<file path="src/rtl/fetch_pkg.sv">
`default_nettype none
// +--------------------------------------------------------------------+
// | fetch_pkg : shared defaults and entry type for the fetch stage      |
// | Rev 1.0                                                             |
// +--------------------------------------------------------------------+
package fetch_pkg;

  localparam int unsigned c_WIDTH    = 32;
  localparam int unsigned c_STEP     = 4;
  localparam int unsigned c_RESET_PC = 0;

  typedef struct packed {
    logic [c_WIDTH-1:0] pc;
    logic [c_WIDTH-1:0] inst;
  } fetch_entry_t;

endpackage
`default_nettype wire

</file>
<file path="src/rtl/pipe_fetch_q_if.sv">
`default_nettype none
// +--------------------------------------------------------------------+
// | pipe_fetch_q_if : imem, redirect and decode-side handshake bundle   |
// | Rev 1.0                                                             |
// +--------------------------------------------------------------------+
interface pipe_fetch_q_if
  import fetch_pkg::*;
#(
  parameter int unsigned WIDTH = c_WIDTH,
  parameter int unsigned DEPTH = 4
);
  localparam int unsigned LVL_W = $clog2(DEPTH) + 1;

  logic [WIDTH-1:0] imem_addr;
  logic [WIDTH-1:0] imem_data;
  logic             redirect;
  logic [WIDTH-1:0] redirect_pc;
  logic             out_valid;
  logic             out_ready;
  logic [WIDTH-1:0] out_inst;
  logic [WIDTH-1:0] out_pc;
  logic [LVL_W-1:0] level;

  modport master (
    output imem_addr, out_valid, out_inst, out_pc, level,
    input  imem_data, redirect, redirect_pc, out_ready
  );

  modport slave (
    input  imem_addr, out_valid, out_inst, out_pc, level,
    output imem_data, redirect, redirect_pc, out_ready
  );
endinterface
`default_nettype wire

</file>
<file path="src/rtl/fetch_fifo.sv">
`default_nettype none
// +--------------------------------------------------------------------+
// | fetch_fifo : synchronous FIFO with flush and async active-low clear |
// | Rev 1.0                                                             |
// +--------------------------------------------------------------------+
module fetch_fifo #(
  parameter int unsigned DATA_W = 64,
  parameter int unsigned DEPTH  = 4,
  parameter int unsigned PTR_W  = $clog2(DEPTH),
  parameter int unsigned LVL_W  = $clog2(DEPTH) + 1
) (
  input  wire logic              clk,
  input  wire logic              clrn,
  input  wire logic              flush,
  input  wire logic              push,
  input  wire logic              pop,
  input  wire logic [DATA_W-1:0] wdata,
  output logic      [DATA_W-1:0] rdata,
  output logic                   valid,
  output logic                   full,
  output logic      [LVL_W-1:0]  level
);
  localparam logic [LVL_W-1:0] c_FULL = LVL_W'(DEPTH);

  logic [DATA_W-1:0] r_mem [DEPTH];
  logic [PTR_W-1:0]  r_head;
  logic [PTR_W-1:0]  r_tail;
  logic [LVL_W-1:0]  r_level;

  // Flush outranks both push and pop; a same-cycle pop is simply lost.
  always_ff @(posedge clk or negedge clrn) begin
    if (!clrn) begin
      r_head  <= '0;
      r_tail  <= '0;
      r_level <= '0;
    end else if (flush) begin
      r_head  <= '0;
      r_tail  <= '0;
      r_level <= '0;
    end else begin
      if (push) r_tail <= r_tail + 1'b1;
      if (pop)  r_head <= r_head + 1'b1;
      if (push && !pop)      r_level <= r_level + 1'b1;
      else if (!push && pop) r_level <= r_level - 1'b1;
    end
  end

  always_ff @(posedge clk) begin
    if (push && !flush) r_mem[r_tail] <= wdata;
  end

  assign rdata = r_mem[r_head];
  assign valid = (r_level != '0);
  assign full  = (r_level == c_FULL);
  assign level = r_level;

endmodule
`default_nettype wire

</file>
<file path="src/rtl/pipe_fetch_q.sv">
`default_nettype none
// +--------------------------------------------------------------------+
// | pipe_fetch_q : PC register, incrementer and decoupling fetch queue  |
// | Rev 1.0                                                             |
// +--------------------------------------------------------------------+
module pipe_fetch_q
  import fetch_pkg::*;
#(
  parameter int unsigned     WIDTH    = c_WIDTH,
  parameter int unsigned     DEPTH    = 4,
  parameter logic [WIDTH-1:0] RESET_PC = WIDTH'(c_RESET_PC),
  parameter logic [WIDTH-1:0] STEP     = WIDTH'(c_STEP)
) (
  input wire logic        clk,
  input wire logic        clrn,
  pipe_fetch_q_if.master  bus
);
  localparam int unsigned LVL_W = $clog2(DEPTH) + 1;

  logic [WIDTH-1:0]   r_pc;
  logic               w_pop;
  logic               w_push;
  logic               w_valid;
  logic               w_full;
  logic [2*WIDTH-1:0] w_rdata;
  logic [LVL_W-1:0]   w_level;

  assign w_pop  = w_valid & bus.out_ready;
  // A full queue can still take a fetch when the head leaves this cycle.
  assign w_push = ~bus.redirect & (~w_full | w_pop);

  always_ff @(posedge clk or negedge clrn) begin
    if (!clrn)             r_pc <= RESET_PC;
    else if (bus.redirect) r_pc <= bus.redirect_pc;
    else if (w_push)       r_pc <= r_pc + STEP;
  end

  fetch_fifo #(
    .DATA_W (2*WIDTH),
    .DEPTH  (DEPTH)
  ) u_fifo (
    .clk   (clk),
    .clrn  (clrn),
    .flush (bus.redirect),
    .push  (w_push),
    .pop   (w_pop),
    .wdata ({r_pc, bus.imem_data}),
    .rdata (w_rdata),
    .valid (w_valid),
    .full  (w_full),
    .level (w_level)
  );

  assign bus.imem_addr = r_pc;
  assign bus.out_valid = w_valid;
  assign bus.out_pc    = w_rdata[2*WIDTH-1:WIDTH];
  assign bus.out_inst  = w_rdata[WIDTH-1:0];
  assign bus.level     = w_level;

endmodule
`default_nettype wire

</file>
<file path="src/flat_wrapper.sv">
// flat-port wrapper written by rule: the top's interface ports become plain ports
module pipe_fetch_q_flat import fetch_pkg::*;
#(
  parameter int unsigned     WIDTH    = c_WIDTH,
  parameter int unsigned     DEPTH    = 4,
  parameter logic [WIDTH-1:0] RESET_PC = WIDTH'(c_RESET_PC),
  parameter logic [WIDTH-1:0] STEP     = WIDTH'(c_STEP)
)
  (clk, clrn, bus_imem_addr, bus_out_valid, bus_out_inst, bus_out_pc, bus_level, bus_imem_data, bus_redirect, bus_redirect_pc, bus_out_ready);
  pipe_fetch_q_if #(.WIDTH(WIDTH), .DEPTH(DEPTH)) bus_i ();
  input wire logic clk;
  input wire logic clrn;
  output wire logic [$bits(bus_i.imem_addr)-1:0] bus_imem_addr;
  output wire logic [$bits(bus_i.out_valid)-1:0] bus_out_valid;
  output wire logic [$bits(bus_i.out_inst)-1:0] bus_out_inst;
  output wire logic [$bits(bus_i.out_pc)-1:0] bus_out_pc;
  output wire logic [$bits(bus_i.level)-1:0] bus_level;
  input wire logic [$bits(bus_i.imem_data)-1:0] bus_imem_data;
  input wire logic [$bits(bus_i.redirect)-1:0] bus_redirect;
  input wire logic [$bits(bus_i.redirect_pc)-1:0] bus_redirect_pc;
  input wire logic [$bits(bus_i.out_ready)-1:0] bus_out_ready;
  assign bus_imem_addr = bus_i.imem_addr;
  assign bus_out_valid = bus_i.out_valid;
  assign bus_out_inst = bus_i.out_inst;
  assign bus_out_pc = bus_i.out_pc;
  assign bus_level = bus_i.level;
  assign bus_i.imem_data = bus_imem_data;
  assign bus_i.redirect = bus_redirect;
  assign bus_i.redirect_pc = bus_redirect_pc;
  assign bus_i.out_ready = bus_out_ready;
  pipe_fetch_q #(.WIDTH(WIDTH), .DEPTH(DEPTH), .RESET_PC(RESET_PC), .STEP(STEP)) u_core (.clk(clk), .clrn(clrn), .bus(bus_i));
endmodule
</file>
<file path="config.mk">
export PLATFORM = sky130hd
export DESIGN_NAME = pipe_fetch_q_flat
export DESIGN_NICKNAME = d
export VERILOG_FILES = /design/src/rtl/fetch_pkg.sv /design/src/rtl/pipe_fetch_q_if.sv /design/src/rtl/fetch_fifo.sv /design/src/rtl/pipe_fetch_q.sv /design/src/flat_wrapper.sv
export SDC_FILE = /design/constraint.sdc
export NUM_CORES = 1
export LEC_CHECK = 0
export CORE_ASPECT_RATIO = 1.1
export CORE_UTILIZATION = 40
export CTS_BUF_LIST = sky130_fd_sc_hd__clkbuf_4
export CTS_CLUSTER_DIAMETER = 40
export DETAILED_ROUTE_END_ITERATION = 10
export PLACE_DENSITY = 0.72
export SLEW_MARGIN = 40
export SYNTH_ARGS = -nofsm -noshare
export SYNTH_HDL_FRONTEND = slang
export SYNTH_HIERARCHICAL = 1
export SYNTH_SLANG_ARGS = --single-unit
</file>
<file path="constraint.sdc">
create_clock -name clk -period 6.1 [get_ports clk]
set_clock_uncertainty 0.15 [all_clocks]
set_input_delay 1.22 -clock clk [delete_from_list [all_inputs] [get_ports clk]]
set_output_delay 1.22 -clock clk [all_outputs]
set_load 0.1 [all_outputs]
</file>
After elaboration in Yosys (flattened, before gate mapping). Memories as Yosys holds them, arrays and structs flattened. Cells that the tools add are included.

Add/subtract/negate cells: 5. Equal/unequal tests: 1. Mux-type cells: 11. Bitwise logic cells: 5. Reductions and logical operators: 10.

Operators with widths (number): $mux W32 (2); $add A32 B3 Y32 const B (1); $mux W3 (3); $mux W2 (4); $reduce_bool A3 Y1 (2); $add A2 B1 Y2 const B (2); $reduce_bool A2 Y1 (2); $add A3 B1 Y3 const B (1); $eq A3 B3 Y1 const B (1); $logic_and A1 B1 Y1 (3); $logic_not A1 Y1 (3); $sub A3 B1 Y3 const B (1); $and A1 B1 Y1 (2); $mux W1 (2); $not A1 Y1 (2); $or A1 B1 Y1 (1).

Register bits after elaboration: 39. RAM bits: 256. Output and inout bits: 100. Memories: 1.

Memories: u_core.u_fifo.r_mem (words 4, bits a word 64, read ports 1, clocked after Yosys merged registers in 0, write ports 1, RTL line fetch_fifo.sv:25) `logic [DATA_W-1:0] r_mem [DEPTH];`.

Depth between registers and ports, before layout.
Depth after elaboration: 9. Gate-level depth with buffers: 10. Mapped depth without buffers: 9.

Hierarchy. The synthesis kept the hierarchy.

Modules (own cells, without submodules): fetch_fifo (times used 1, cells each 379, area each 9674.3 um2); pipe_fetch_q (times used 1, cells each 213, area each 1895.6 um2).

Least setup slack after synthesis. No wires, ideal clock.

Path type: register to register. From: reg u_core.u_fifo.r_level[0], in the netlist u_core/u_fifo/level[0]. To: mem u_core.u_fifo.r_mem[0][0] (enable). Setup time: 0.429 ns. Arrival: 4.202 ns. Setup slack: 1.319 ns. Cell stages (with the launch flop): 7. Buffers on the path: 1. Path through: dfrtp_1 -> or3_1 -> a21boi_0 -> nor2_1 -> buf_2 -> nor2b_1 -> and2_1.

Longest elaborated chain between the ends: 7.

RTL lines: start, declared (RTL line fetch_fifo.sv:28) `logic [LVL_W-1:0] r_level;`; start signal, assigned (RTL line fetch_fifo.sv:43) `if (push && !pop) r_level <= r_level + 1'b1;`; start signal, assigned (RTL line fetch_fifo.sv:44) `else if (!push && pop) r_level <= r_level - 1'b1;`; $reduce_bool A3 Y1 (RTL line fetch_fifo.sv:53) `assign valid = (r_level != '0);`; via bus_out_valid (RTL line flat_wrapper.sv:14) `output wire logic [$bits(bus_i.out_valid)-1:0] bus_out_valid;`; $and A1 B1 Y1 (RTL line pipe_fetch_q.sv:28) `assign w_pop = w_valid & bus.out_ready;`; $or A1 B1 Y1 (RTL line pipe_fetch_q.sv:30) `assign w_push = ~bus.redirect & (~w_full | w_pop);`; $and A1 B1 Y1 (RTL line pipe_fetch_q.sv:30); via u_core.w_push (RTL line pipe_fetch_q.sv:22) `logic w_push;`; $logic_and A1 B1 Y1 (RTL line fetch_fifo.sv:49) `if (push && !flush) r_mem[r_tail] <= wdata;`; $mux W1 (RTL line fetch_fifo.sv:49); $mux W1 (implied by the code) (RTL line fetch_fifo.sv:49); end, declared (RTL line fetch_fifo.sv:25).

The timed path passes the listed nets, and every way through them passes these cells.

Final worst setup path.
From: reg u_core.u_fifo.r_head[0]. To: out bus_out_inst[12].

Longest elaborated chain between the ends: 1.

RTL lines: start, declared (RTL line fetch_fifo.sv:26) `logic [PTR_W-1:0] r_head;`; start signal, assigned (RTL line fetch_fifo.sv:42) `if (pop) r_head <= r_head + 1'b1;`; $mem_v2 Z4 W64; end, declared (RTL line flat_wrapper.sv:15) `output wire logic [$bits(bus_i.out_inst)-1:0] bus_out_inst;`.

No other way between the ends.

==> flow_metrics.env <==
export IMPL_finalInstanceArea_mm2=0.0142
export IMPL_worstSkewPairLatency_ns=0.65
export IMPL_port_buffers=167
export IMPL_seq_area_frac_synth_pct=74.9
export IMPL_hold_viol=0
export IMPL_ant_nets=0
export IMPL_drt_iter0_markers=350
export IMPL_drt_wl_total_um=24200
export IMPL_layout_commonest_cell="edfxtp_1"
export IMPL_report_final_slew_viol_count=0
export IMPL_yosysWarningCount=6
export IMPL_syn_nets=666
export IMPL_peakVddDrop_mv=0.581
export IMPL_grt_ovfl_total=0
export IMPL_placed_cell_area_mm2=0.0133
export IMPL_grt_pass1_wl_um=37500
export IMPL_crit_path_max_fanout=25
export IMPL_die_area_mm2=0.0296
export IMPL_grt_pass1_vias=6799
export IMPL_synthTopCellsByArea="edfxtp_1 (66%), mux4_2 (12%), dfrtp_1 (8.4%)"
export IMPL_post_cts_resized=0
export IMPL_syn_inst=592
export IMPL_hold_slack_ns=0.394
export IMPL_placedCellCount=1104
export IMPL_fmax_mhz=242
export IMPL_status="finished clean"
export IMPL_p_total_uw=6800
export IMPL_clk_path_buf_depth=3
export IMPL_critPathKind="flip-flop to output pin"
export IMPL_post_cts_buffers=0
export IMPL_fin_crit_sh_pct=67.7
export IMPL_synth_top_area_share_pct=66.4
export IMPL_tritoncts="built"
export IMPL_synth_edf_count=256
export IMPL_arrival_ns=2.76
export IMPL_rows=64
export IMPL_setup_viol=0
export IMPL_ys_ff_latch=295
export IMPL_layout_cells_non_filler=1237
export IMPL_setup_worst_path_start_class="flip-flop"
export IMPL_dp_hpwl_um=15600
export IMPL_clock_sinks=295
export IMPL_setup_tns_ns=0
export IMPL_hold_buffers=0
export IMPL_worst_pin_slew_ns=0.661
export IMPL_core_area_mm2=0.0281
export IMPL_drive_gt1_share_pct=35.1
export IMPL_path_clk_slew_ns=0.07
export IMPL_vias=6548
export IMPL_final_cell_mix="edfxtp_1 (256), clkbuf_4 (109), buf_2 (100), clkdlybuf4s50_1 (66), mux4_2 (64)"
export IMPL_die_h_um=180
export IMPL_antenna_found_initial=1
export IMPL_post_synth_num_cell_types=42
export IMPL_end_kind="output pin"
export IMPL_synth_area_leader_cell="edfxtp_1"
export IMPL_synth_ff_type="edfxtp_1"
export IMPL_viasPerCell=5.29
export IMPL_place_gp_congestion=0.773
export IMPL_cts_htree_levels=3
export IMPL_syn_area_mm2=0.0116
export IMPL_start_util_pct=41.2
export IMPL_crit_required_ns=4.73
export IMPL_rsz0062_at_grt="false"
export IMPL_relSlewSlack_pct=55.5
export IMPL_die_width_um=164
export IMPL_p_leak_uw=0.00487
export IMPL_grt_usage_pct=16.8
export IMPL_drc=0
export IMPL_io_pins=168
export IMPL_wl_per_cell_um=19.5
export IMPL_avgSynthCellArea_um2=19.5
export IMPL_grt_max_degree=43
export IMPL_synthToLayoutAreaGrowth_pct=22.9
export IMPL_drt_pass1_iter_count=4
export IMPL_p_per_area_mw_per_mm2=478
export IMPL_fin_nets=894
export IMPL_numCtsBuffers=77
export IMPL_drv_cap=0
export IMPL_cts_root_buffer="clkbuf_4"
export IMPL_period_needed_ns=4.13
export IMPL_async_flop_share_pct=13.2
export IMPL_hold_class="flip-flop to flip-flop"
[routing by layer]
metal / vias to the layer above / GRT usage [%] / wire length, µm / part of all wire (%)
li1: 2943 / - / - / -
met1: 3310 / 22.0 / 10100 / 42
met2: 262 / 27.1 / 12100 / 50
met3: 33 / 3.75 / 1560 / 6.4
met4: 0 / 6.74 / 396 / 1.6
met5: - / 0 / 0 / 0
[worst max-delay path: stages (launching register included)]
cell	delay [ns]
dfrtp_4	0.69
buf_12	0.29
buf_12	0.25
mux4_2	0.54
buf_2	0.31
[path summary, 6_finish.rpt]
| check | start | depth (start not counted) | end | slack, ns |
|---|---|---|---|---|
| max | u_core/u_fifo/r_head[0]$_DFFE_PN0P_ | 4 | bus_out_inst[12] | 1.97 |
| min | u_core/bus.imem_addr[0]$_DFFE_PN0P_ | 0 | u_core/u_fifo/r_mem[1][32]$_DFFE_PP_ | 0.39 |
| max reg2reg | u_core/u_fifo/level[1]$_DFFE_PN0P_ | 8 | u_core/u_fifo/level[2]$_DFFE_PN0P_ | 3.03 |
| min reg2reg | u_core/bus.imem_addr[0]$_DFFE_PN0P_ | 0 | u_core/u_fifo/r_mem[1][32]$_DFFE_PP_ | 0.39 |
| max in group asynchronous | clrn | 1 | u_core/u_fifo/r_head[1]$_DFFE_PN0P_ | 4.98 |
| min in group asynchronous | clrn | 1 | u_core/bus.imem_addr[0]$_DFFE_PN0P_ | 0.40 |
[state kept, by name, indices dropped and copies added (netlist names)]
register              flops
u_core/u_fifo/r_mem     256
u_core/u_fifo/r_head      2
u_core/bus.imem_addr     32
u_core/u_fifo/level       3
u_core/u_fifo/r_tail      2
[cells in the mapped netlist, types with 11 or more instances]
master,number
edfxtp_1,256
mux4_2,64
dfrtp_1,39
nor2_1,26
nand2_1,23
or4_1,18
a31oi_1,16
o31ai_1,15
nand3_1,14
nand4_1,12
o21ai_0,11
[power by group]
part	switching (µW)	leakage (µW)	internal, µW	total (µW)
clock	735	0.000571	903	1640
combinational	2050	0.00152	589	2640
sequential	155	0.00278	2370	2520
[metrics by stage]
step / util (%) / worst slack [ns]
floorplan: - / 1.32
global placement: 48.2 / 1.77
detailed placement: 47.2 / 2.17
CTS: 50.6 / 1.82
global route: 50.6 / 1.75
finish: 50.6 / 1.97
[cell families after synthesis]
family | count (synthesis) | share of synthesized area [%]
flops | 295 | 74.9
compound gates | 50 | 2.90
fa+ha+maj | 6 | 0.714
mux | 68 | 12.8
buf+inv | 38 | 1.86
simple gates | 122 | 5.84
xor+xnor | 13 | 0.984
[layout make-up]
cell class,instances,area (µm²)
clock inverters,22,138
repair buffers,179,1400
clock buffers,109,818
inverters,8,31.3
well taps,363,454
fillers,2333,13900
diodes,2,5.00
flip-flops and latches,295,8670
multi-input cells,259,2700
(Power assumes the default switching activity.)
